**src/rtl/counter_sched.sv**
```systemverilog
// Round-robin scheduler sharing one counter among NUM_REQ delay requesters.
// Optional: define COUNTER_SCHED_ABORT_EN to let a dropped request abort its job.
module counter_sched #(
    parameter int NUM_REQ = 4,
    parameter int WIDTH   = 8
) (
    input  logic                     clk_i,
    input  logic                     rst_i,
    input  logic [NUM_REQ-1:0]       req_i,
    input  logic [NUM_REQ*WIDTH-1:0] len_i,
    output logic [NUM_REQ-1:0]       gnt_o,
    output logic [NUM_REQ-1:0]       done_o,
    output logic                     err_o,
    output logic                     busy_o,
    output logic                     cnt_en_o,
    output logic                     cnt_clear_o,
    input  logic [WIDTH-1:0]         cnt_count_i,
    input  logic                     cnt_overflow_i
);

    localparam int IW = (NUM_REQ > 1) ? $clog2(NUM_REQ) : 1;

    typedef enum logic [1:0] {IDLE, LOAD, RUN, DONE} state_t;

    state_t             state_q, state_d;
    logic [IW-1:0]      rr_ptr_q, idx_q, sel_idx;
    logic               sel_vld;
    logic [WIDTH-1:0]   len_q;
    logic               err_q, err_set;
    logic               abort;
    logic [NUM_REQ-1:0] idx_oh;

    // Scan offsets high to low so the smallest offset from ptr wins.
    function automatic logic [IW:0] rr_pick(input logic [NUM_REQ-1:0] req,
                                            input logic [IW-1:0] ptr);
        logic [IW:0] res;
        int k;
        res = '0;
        for (int i = NUM_REQ - 1; i >= 0; i--) begin
            k = (int'(ptr) + i) % NUM_REQ;
            if (req[k]) res = {1'b1, IW'(k)};
        end
        return res;
    endfunction

    assign {sel_vld, sel_idx} = rr_pick(req_i, rr_ptr_q);

`ifdef COUNTER_SCHED_ABORT_EN
    assign abort = ((state_q == LOAD) || (state_q == RUN)) && !req_i[idx_q];
`else
    assign abort = 1'b0;
`endif

    always_comb begin
        state_d     = state_q;
        cnt_en_o    = 1'b0;
        cnt_clear_o = 1'b0;
        err_set     = 1'b0;
        case (state_q)
            IDLE: if (sel_vld) state_d = LOAD;
            LOAD: begin
                cnt_clear_o = 1'b1;
                state_d     = RUN;
            end
            RUN: begin
                cnt_en_o = (cnt_count_i != len_q);
                if (cnt_count_i == len_q) begin
                    state_d = DONE;
                end else if (cnt_overflow_i) begin
                    state_d = DONE;
                    err_set = 1'b1;
                end
            end
            DONE: state_d = IDLE;
            default: state_d = IDLE;
        endcase
        // Abort wins over any RUN outcome and leaves the counter cleared.
        if (abort) begin
            state_d     = IDLE;
            cnt_clear_o = 1'b1;
            cnt_en_o    = 1'b0;
            err_set     = 1'b0;
        end
    end

    always_ff @(posedge clk_i or posedge rst_i) begin
        if (rst_i) begin
            state_q  <= IDLE;
            rr_ptr_q <= '0;
            idx_q    <= '0;
            len_q    <= '0;
            err_q    <= 1'b0;
        end else begin
            state_q <= state_d;
            if (state_q == IDLE && sel_vld) begin
                idx_q    <= sel_idx;
                len_q    <= len_i[int'(sel_idx)*WIDTH +: WIDTH];
                rr_ptr_q <= IW'((int'(sel_idx) + 1) % NUM_REQ);
                err_q    <= 1'b0;
            end else if (err_set) begin
                err_q <= 1'b1;
            end
        end
    end

    assign idx_oh = NUM_REQ'(1) << idx_q;
    assign gnt_o  = (state_q != IDLE) ? idx_oh : '0;
    assign done_o = (state_q == DONE) ? idx_oh : '0;
    assign err_o  = (state_q == DONE) && err_q;
    assign busy_o = (state_q != IDLE);

endmodule

```
**config.mk**
```make
export PLATFORM = sky130hd
export DESIGN_NAME = counter_sched
export DESIGN_NICKNAME = d
export VERILOG_FILES = /design/src/rtl/counter_sched.sv
export SDC_FILE = /design/constraint.sdc
export NUM_CORES = 1
export LEC_CHECK = 0
export ABC_AREA = 0
export CORE_UTILIZATION = 30
export DETAILED_ROUTE_END_ITERATION = 12
export PLACE_DENSITY = 0.74
export REMOVE_ABC_BUFFERS = 1
export SLEW_MARGIN = 20
export SYNTH_ARGS = -nofsm -noshare
export SYNTH_HDL_FRONTEND = slang
export SYNTH_SLANG_ARGS = --single-unit
```
**constraint.sdc**
```tcl
create_clock -name clk_i -period 2.4 [get_ports clk_i]
set_input_delay 0.48 -clock clk_i [delete_from_list [all_inputs] [get_ports clk_i]]
set_output_delay 0.48 -clock clk_i [all_outputs]
set_load 0.03 [all_outputs]
```
; ---- Word level (Yosys, flattened, before mapping)
; Cells that the tools add are included.
[classes]
n_bitwise = 3
mux = 28
n_reduce_logical = 9
n_eq_ne = 7
n_lt_le_gt_ge = 4
n_shift = 2
add_sub_neg = 4
[op_table]
columns = cell, n
row1 = $shiftx 32x6->8, 1
row2 = $mux 1, 14
row3 = $lt 3x4->1 const B, 3
row4 = $mux 3, 4
row5 = $bmux 1 s2, 4
row6 = $eq 8x8->1, 1
row7 = $mux 4, 2
row8 = $ne 8x8->1, 1
row9 = $pmux 2 s4, 1
row10 = $mux 2, 3
row11 = $reduce_or 2->1, 3
row12 = $add 2x1->2 const B, 2
row13 = $add 2x2->2 const B, 2
row14 = $eq 2x2->1 const B, 2
row15 = $reduce_bool 2->1, 2
row16 = $shl 1x2->4 const A, 1
row17 = $and 1x1->1 const A, 3
row18 = $lt 2x3->1 const B, 1
row19 = $ne 3x3->1 const B, 1
row20 = $eq 2x1->1 const B, 1
row21 = $logic_and 1x1->1, 2
row22 = $logic_not 2->1, 1
row23 = $ne 2x2->1 const B, 1
row24 = $reduce_and 2->1, 1
[totals]
regBits = 15

; ---- Depth between registers and ports, before layout
[depth]
ltp_word = 12
depth_mapped = 8
depth_no_buf = 7

; ---- Worst setup path after synthesis
; No wires, ideal clock.
[synth_timing]
kind = reg2reg
start = register state_q[0]
end = register len_q[5]
path_stages_with_launch = 9
synth_period_minus_slack_ns = 1.930
arrival_ns = 1.801
required_ns = 2.271
setup_slack_ns = 0.470
cell_sequence = dfrtp_1 > inv_1 > ha_1 > inv_1 > a21oi_1 > o221ai_1 > buf_2 > o21ai_0 > o22ai_1
[synth_between]
elab_chain_len = 2
[synth_rtl]
columns = element, line_no
row1 = "start, declared", 25  ; state_t state_q, state_d;
row2 = "start signal, assigned", 94  ; state_q <= state_d;
row3 = $logic_not 2->1, 95  ; if (state_q == IDLE && sel_vld) begin
row4 = $logic_and 1x1->1, 95
row5 = "end signal, assigned", 97  ; len_q <= len_i[int'(sel_idx)*WIDTH +: WIDTH];
row6 = "end, declared", 28  ; logic [WIDTH-1:0] len_q;
; No other way between the ends.
; A chain may end at the register's enable or synchronous reset.

; ---- Final worst setup path
[layout_timing]
start = input cnt_count_i[6]
end = output cnt_en_o
[layout_between]
elab_chain_len = 2
[layout_rtl]
columns = element, line_no
row1 = "start, declared", 17  ; input logic [WIDTH-1:0] cnt_count_i,
row2 = $ne 8x8->1, 66  ; cnt_en_o = (cnt_count_i != len_q);
row3 = $mux 1, 59  ; case (state_q)
row4 = "end, declared", 15  ; output logic cnt_en_o,
; No other way between the ends.

==> flow_summary.toml <==
[power_and_ir_drop]
irDropWorstVdd_uv = 330.6
p_leak_uw = 0.0008494
pwr_density_cell_mw_per_mm2 = 1055

[drt]
viasPerCell = 4.773
drt_iter0_drc = 48
num_vias = 1155
drtAntennaViolNets = 0
dr.pass1.iters = 4
finalWirelength_um = 3031
routedWlPerCell_um = 12.52
drc_errors = 0

[die]
pin_count = 59
rows = 22
die-area_mm2 = 0.004205
fp.dieW_um = 64.85
initial_utilization_pct = 31.89
fp.dieH_um = 64.85
core_area_mm2 = 0.003716

[setup_path]
crit_fanout = 2
cp_slowest_cell = "clkdlybuf4s50_1"
path_buf_inv = 3
slowest_delay_ps = 410
endpoint_kind = "primary output"
cp.arrival_ps = 1840
critPathTopFamily = "buffers and inverters"
criticalPathCategory = "input pin to primary output"
critPathLaunchType = "input pin"
cp.required_ps = 1920
path_cells = "clkdlybuf4s50_1 -> xor2_1 -> nor4_2 -> buf_4 -> nand2_1 -> and2_4 -> buf_6"

[global_route]
grt_antenna_before_repair = 0
gr-total-overflow = 0
grt_pass1_vias = 1102
grt_max_degree = 16
grt_first_pass_wirelength_um = 5175
grt_usage_pct = 16.25

[synth]
netlist-cell-type-count = 36
async_flop_share_pct = 100.0
ys_warn_count = 0
ys_seq_area_share_pct = 31.68
synth-edff-count = 0
ys_seq_elements = 15
ys.flop_type = "dfrtp_1"
synth.avg_cell_area_um2 = 9.115
post_synth_inst_count = 130
syn_area_mm2 = 0.001185

[final_layout]
n_fill_cell = 372
drive_above_1_share_pct = 10.82
num-nets-final = 247
areaGrowthSynthToFinish_pct = 61.99
num_antenna_cells = 0

[sta]
fmax_ghz = 0.4317
rsz0062_at_grt = "false"
max_slew_margin_pct = 60.00
min_period_over_period_pct = 96.51
setup_viol = 0
worst_hold_slack_ps = 506.2
finalMaxSlewViolations = 0
worst_pin_slew_ps = 599.3
tns_ps = 0
hold_viol = 0
fin_skew_ps = 3.353
period_needed_ps = 2316

[clock_network]
clk_latency_ps = 250
cts_buffer_depth = 2
path_clk_slew_ps = 60
cts_buffers = 3
cts_tree = "done"
cts_hold_buf = 0
cts.sinks = 15
h-tree-depth = 1
cts_root_buffer = "clkbuf_8"
post-cts-setup-buffers = 0

[flow_run]
cap_violations = 0

[placement]
port_buffers = 58
dpl.hpwl_um = 2299
routabilityCongestion = 0.7643

[hold_path]
hold_path_class = "register to register"

[outcome]
outcome = "finished clean"
[path summary, 6_finish.rpt]
path	startpoint	end	slack, ps	depth (start not counted)
setup / recovery	cnt_count_i[6]	cnt_en_o	80	7
hold / removal	err_q	err_q	510	2
setup reg to reg	len_q[0]	state_q[1]	470	7
hold reg to reg	err_q	err_q	510	2
max in group asynchronous	rst_i	rr_ptr_q[1]	1410	2
min in group asynchronous	rst_i	len_q[2]	600	2
[synth_stat cells, drive strengths merged, types with 2 or more instances]
master  count  area (µm²)
xor2        9       78.83
nor2b       3       18.77
nor4        3       33.78
ha          5       62.56
a211oi      7       52.55
o21ai       9       45.04
buf         3       36.28
dfrtp      15       375.4
or2         2       12.52
nand2      10       37.54
nor3b      10       75.07
a31oi       2       12.51
inv         6       22.52
nor2        8       32.54
clkbuf      4       15.01
o22ai       8       50.05
and2        2       12.51
a21oi       3       15.01
and3        3       18.77
mux2i       8       80.08
[metal layers]
| metal | wire [µm] | vias up | global-route usage, % |
|---|---|---|---|
| li1 | - | 599 | - |
| met1 | 1311 | 514 | 20.17 |
| met2 | 1541 | 38 | 28.13 |
| met3 | 128 | 4 | 1.408 |
| met4 | 50 | 0 | 7.500 |
| met5 | 0 | - | 0 |
[flip-flops by register name, summed over array words and instances, names as in the netlist]
signal and cells:
len_q 8, idx_q 2, rr_ptr_q 2, state_q 2, err_q 1
[worst register-to-register path, stage by stage, from the launching register on]
cell and delay [ps]:
dfrtp_1 390, xor2_1 170, nor4_2 310, buf_4 160
nand2_1 60, buf_4 150, a31oi_1 220, mux2_2 360
[cells by family (layout without fill, tap and decap cells)]
kind of cell | count (synthesis) | after routing | synth area share [%]
and+or+nand+nor | 44 | 44 | 23.44
adders and majority gates | 5 | 5 | 5.280
AOI/OAI and AO/OA | 35 | 35 | 19.01
DFF | 15 | 15 | 31.68
xor gates and xnor gates | 9 | 9 | 6.653
buffers and inverters | 13 | 77 | 6.229
muxes | 9 | 9 | 7.709
[through the flow]
step | setup slack [ps] | area [µm²] | utilization (%) | total power (µW) | cells
2_1_floorplan | -39.79 | 1134 | - | 1317 | 123
5_1_grt | 11.19 | 1919 | 51.65 | 2219 | 242
4_1_cts | 2.037 | 1901 | 51.14 | 2021 | 242
3_5_place_dp | -478.2 | 1854 | 49.90 | 1805 | 238
3_3_place_gp | -487.8 | 1854 | 49.90 | 1785 | 238
6_report | 83.73 | 1919 | 51.65 | 2025 | 242
[layout make-up]
type	count	area, µm²	share of cell area, %
Multi-Input combinational cell	102	744.5	38.79
Sequential cell	15	375.4	19.56
Tap cell	48	60.06	3.129
Timing Repair Buffer	67	670.6	34.94
Inverter	6	22.52	1.173
Clock inverter	1	5.005	0.2608
Clock buffer	3	41.29	2.151
[layout by cell type, fill, tap and decap left out, drive strengths merged, types with 3 or more instances in the layout]
cell type / n
clkdlybuf4s50: 52
dfrtp: 15
nand2: 10
nor3b: 10
buf: 10
xor2: 9
o21ai: 9
o22ai: 8
mux2i: 8
nor2: 8
a211oi: 7
inv: 6
ha: 5
dlymetal6s2s: 4
a21oi: 3
nor2b: 3
and3: 3
clkbuf: 3
nor4: 3
[timing repair]
action | CTS | global route
setup endpoints to repair | 2 | 4
pin swaps | 1 | 2
gates resized for setup | 7 | 8
[power breakdown]
part / total [µW] / switching, µW / leakage, µW / internal [µW]
logic: 1300 / 672 / 0.000647 / 630
registers: 514 / 125 / 0.000177 / 389
clock network: 208 / 93.2 / 0.0000255 / 115
total: 2020 / 891 / 0.000849 / 1130
(Power assumes the default switching activity.)
==> patch 1 (same settings) <==
Register the output `cnt_en_o`, cleared by the reset; this adds one clock of latency there. The other outputs are not delayed to match.
--- a/src/rtl/counter_sched.sv
+++ b/src/rtl/counter_sched.sv
@@ -22,4 +22,6 @@
 
     typedef enum logic [1:0] {IDLE, LOAD, RUN, DONE} state_t;
+
+    logic cnt_en_d;
 
     state_t             state_q, state_d;
@@ -54,5 +56,5 @@
     always_comb begin
         state_d     = state_q;
-        cnt_en_o    = 1'b0;
+        cnt_en_d    = 1'b0;
         cnt_clear_o = 1'b0;
         err_set     = 1'b0;
@@ -64,5 +66,5 @@
             end
             RUN: begin
-                cnt_en_o = (cnt_count_i != len_q);
+                cnt_en_d = (cnt_count_i != len_q);
                 if (cnt_count_i == len_q) begin
                     state_d = DONE;
@@ -79,5 +81,5 @@
             state_d     = IDLE;
             cnt_clear_o = 1'b1;
-            cnt_en_o    = 1'b0;
+            cnt_en_d    = 1'b0;
             err_set     = 1'b0;
         end
@@ -110,4 +112,12 @@
     assign busy_o = (state_q != IDLE);
 
+    always_ff @(posedge clk_i or posedge rst_i) begin
+        if (rst_i) begin
+            cnt_en_o <= '0;
+        end else begin
+            cnt_en_o <= cnt_en_d;
+        end
+    end
+
 endmodule
 
Formal check against the unedited RTL: not equivalent (a bounded check fails within 4 cycles, from zero or initial values and one cycle with rst_i high).
==> patch 1 against the original RTL <==
- utilization is 1.0 points lower
- setup slack better by 0.071 ns
- power is 1.3% lower
- via count is 0.35% higher
- sequential cell count is 1 higher
- area after synthesis is 3.0% higher
- non-clock buffer count is 4 lower
- first-iteration DRC count is 35% lower
- final area is 0.52% lower
- fmax is 3.2% higher
- critical endpoint is now done_o[0]
- critical path depth is 4 lower
- wire length is 3.2% lower
==> patch 1: results (changes against the original RTL) <==
** Setup path
- Arrival @ worst endpoint :: 1.77 ns (-0.07 ns)
- Reg2reg end :: state_q[1]
- Path depth of the worst reg2reg path :: 5 (-2)
- In this run the worst setup path terminates at done_o[0].
- In this run the critical register-to-register path is launched from len_q[7].
- The biggest cell delay along the critical path came to 0.69 ns (+0.28 ns).

** Power
- The leakage power summed over all cells is 0.829 nW (-2.4%).
- Design internal power :: 1.13 mW (-0.40%)
- IR Drop Worst-Case VDD :: 0.290 mV (-12%)
- Gate power share :: 63.1% (-1.2 points)
- The part of the total power dissipated in the clock network was 10.0% (-0.3 points).
- The switching power summed over all nets is 0.868 mW (-2.5%).

** Synth
- By count the netlist is led by sky130_fd_sc_hd__dfrtp_1 (16), sky130_fd_sc_hd__nor3b_1 (11), sky130_fd_sc_hd__nand2_1 (10).
- The xor and xnor area share after synthesis is 6.46% (-0.19 points).
- Share of synthesized area occupied by flip-flops and latches :: 32.8% (+1.1 points)
- The mux contribution to synthesized area is 7.49% (-0.22 points).
- The adder and majority cell fraction of the synthesized area was 5.13% (-0.15 points).
- Area fraction in compound gates after synthesis :: 18.9% (-0.14 points)
- By area the synthesized netlist is led by sky130_fd_sc_hd__dfrtp_1 (33%), sky130_fd_sc_hd__nor3b_1 (6.8%), sky130_fd_sc_hd__mux2i_1 (6.6%), sky130_fd_sc_hd__xor2_1 (6.5%), sky130_fd_sc_hd__ha_1 (5.1%).

** Timing
- The highest clock rate is 0.445 GHz (+3.2%).
- Max-slew headroom :: 57.6% (-2.4 points)
- The setup clock skew after layout is 0.00459 ns (+0.00123 ns).
- Worst-case hold slack :: 0.513 ns (+0.00682 ns)

** Layout
- The register cell area after layout came to 400 um^2 (+6.7%).
- Fraction of final layout cells with drive strength greater than 1 :: 8.99% (-1.8 points)
- The final layout net count came to 243 (-1.6%).
- The count of filler cells inserted in the layout came to 366 (-1.6%).

** Place
- The placer congestion estimate is 0.762 (-0.34%).
- The post-placement worst setup slack came to 0.0643 ns (+0.543 ns).
- The half-perimeter wire length after detailed placement is 2.32 mm (+0.90%).
- The placed cell count came to 234 (-1.7%).

** Route
- Detailed-route via count :: 1159 (+0.35%)
- Detailed-route wire length per cell :: 12.4 um (-1.2%)
- The number of DRC markers after the initial detailed-route iteration was 31 (-35%).

** Status
- The flow ran to the end, and the final reports show no timing, DRC or antenna violations.

** GRT
- Maximum number of pins on one net before global-route repair :: 19 (+3)
-- patch 1: logic make-up after synthesis --
logic type               Yosys count
AO/OA/AOI/OAI                     34
XOR/XNOR                           9
adder cells (fa/ha/maj)            5
buffers and inverters             12
flip-flops                        16
multiplexers                       9
AND/OR/NAND/NOR                   45
-- patch 1: routing by layer --
layer | global-route usage (%) | up-vias | routed length [um]
li1 | - | 594 | -
met1 | 20.1 | 515 | 1380
met2 | 24.5 | 46 | 1340
met3 | 2.41 | 4 | 169
met4 | 4.89 | 0 | 46
met5 | 0 | - | 0
-- patch 1: final cells by class --
cell class	count	area share [%]
multi-input combinational	102	39.3
clock buffer	3	2.16
sequential	16	21.0
tap	48	3.15
inverter	5	0.983
timing repair buffer	63	33.5
-- patch 1: repair_timing --
| action | in CTS | in global routing |
|---|---|---|
| resized for setup | 1 | 4 |
| hold buffers | 0 | 0 |
| endpoints found under the hold margin | 0 | 0 |
| setup endpoints to repair | 1 | 4 |
| gates cloned | 0 | 0 |
==> patch 2 (config.mk and constraints unchanged) <==
Without the edit above. Build with the macro `COUNTER_SCHED_ABORT_EN` defined.
--- a/src/rtl/counter_sched.sv
+++ b/src/rtl/counter_sched.sv
@@ -1,4 +1,6 @@
 // Round-robin scheduler sharing one counter among NUM_REQ delay requesters.
 // Optional: define COUNTER_SCHED_ABORT_EN to let a dropped request abort its job.
+`define COUNTER_SCHED_ABORT_EN
+
 module counter_sched #(
     parameter int NUM_REQ = 4,
Check against the original RTL: not equivalent (a bounded check fails within 4 cycles, from zero or initial values and one cycle with rst_i high).
==> patch 2 against the original RTL <==
- power grew 0.63%
- area after synthesis increased by 8.8%
- sequential cell count unchanged
- largest power group unchanged
- clock skew rose by 0.0012 ns
- setup slack worse by 0.040 ns
- final area up 7.7%
- critical path type unchanged
- wire length grew 8.4%
- sequential share of layout area fell by 1.4 points
==> patch 2: results (changes against the original RTL) <==
** Status
- Result of the run :: complete, no violations

** Layout
- The final layout net count came to 261 (+5.7%).
- Fraction of final layout cells with drive strength greater than 1 :: 18.8% (+7.9 points)
- Non-clock buffer contribution to total cell area :: 33.7% (-1.2 points)
- The layout multi-input combinational cell count came to 111 (+8.8%).
- The clock distribution area overhead in the final layout was 2.24% (-0.17 points).

** Timing
- Worst-case hold slack :: 0.504 ns (-0.00244 ns)
- Worst clock skew on the final layout :: 0.00452 ns (+0.00116 ns)
- Slew @ Worst Pin :: 0.679 ns (+0.0798 ns)

** Synth
- The share of synthesized area occupied by flip-flops and latches came to 29.1% (-2.6 points).
- After synthesis, the cell types taking the most area are sky130_fd_sc_hd__dfrtp_1 (29%), sky130_fd_sc_hd__a211oi_2 (7.8%), sky130_fd_sc_hd__mux2i_1 (7.0%), sky130_fd_sc_hd__xor2_1 (5.4%), sky130_fd_sc_hd__ha_1 (4.9%).
- Yosys cell types :: 38 (+5.6%)
- The gate count of the mapped netlist is 140 (+7.7%).
- Synth cell count leaders :: sky130_fd_sc_hd__nand2_1 (16), sky130_fd_sc_hd__dfrtp_1 (15), sky130_fd_sc_hd__nor2_1 (13)

** Power
- Power Sequential :: 0.487 mW (-5.3%)
- Combinational gate power :: 1.34 mW (+3%)
- The maximum resistive drop on vdd is 0.330 mV (-0.18%).
- The total power per unit cell area is 986 nW/um^2 (-6.6%).
- Total power after layout :: 2.04 mW (+0.63%)

** Setup path
- Tracing the worst setup path back leads to its startpoint at req_i[3].
- In this run the worst setup path terminates at cnt_clear_o.
- The data arrival time of the critical path was 1.88 ns (+0.04 ns).
- Max Fanout on Critical Path :: 4 (+2)

** GRT
- The global routing met1 resource utilization was 20.8% (+0.63 points).
- Wire length of the first global-routing pass :: 5.35 mm (+3.3%)

** Route
- Met3 wirelength from detailed routing :: 179 um (+40%)
- The number of DRC markers after the initial detailed-route iteration is 28 (-42%).
- Post-Route WL :: 3.29 mm (+8.4%)
- The mean routed wirelength per cell was 12.7 um (+1.7%).

** Place
- The area of placed instances was 1980 um^2 (+6.8%).
- The placer congestion estimate was 0.776 (+1.5%).
- The half-perimeter wire length after detailed placement was 2.66 mm (+16%).
patch 2: cell count changes in the layout (fill, tap and decap cells not counted), moves of 5 or more:
cell | before | now
sky130_fd_sc_hd__a211oi_2 | 0 | 8
sky130_fd_sc_hd__buf_4 | 8 | 14
sky130_fd_sc_hd__nand2_1 | 10 | 16
sky130_fd_sc_hd__nor2_1 | 7 | 12
sky130_fd_sc_hd__nor3_1 | 1 | 9
sky130_fd_sc_hd__nor3b_1 | 10 | 3
sky130_fd_sc_hd__o21ai_0 | 8 | 0
sky130_fd_sc_hd__o22ai_1 | 8 | 1
patch 2: kinds of logic after synthesis:
family / Yosys count / synth area share (%)
fa+ha+maj: 5 / 4.85
buf+inv: 14 / 5.92
compound gates: 29 / 20.9
xor+xnor: 9 / 6.12
mux: 11 / 10.5
flops: 15 / 29.1
simple gates: 57 / 22.6
patch 2: timing repair:
item / in CTS / in global routing
resized for setup: 7 / 12
hold endpoints to repair: 0 / 0
endpoints found under the setup margin: 7 / 12
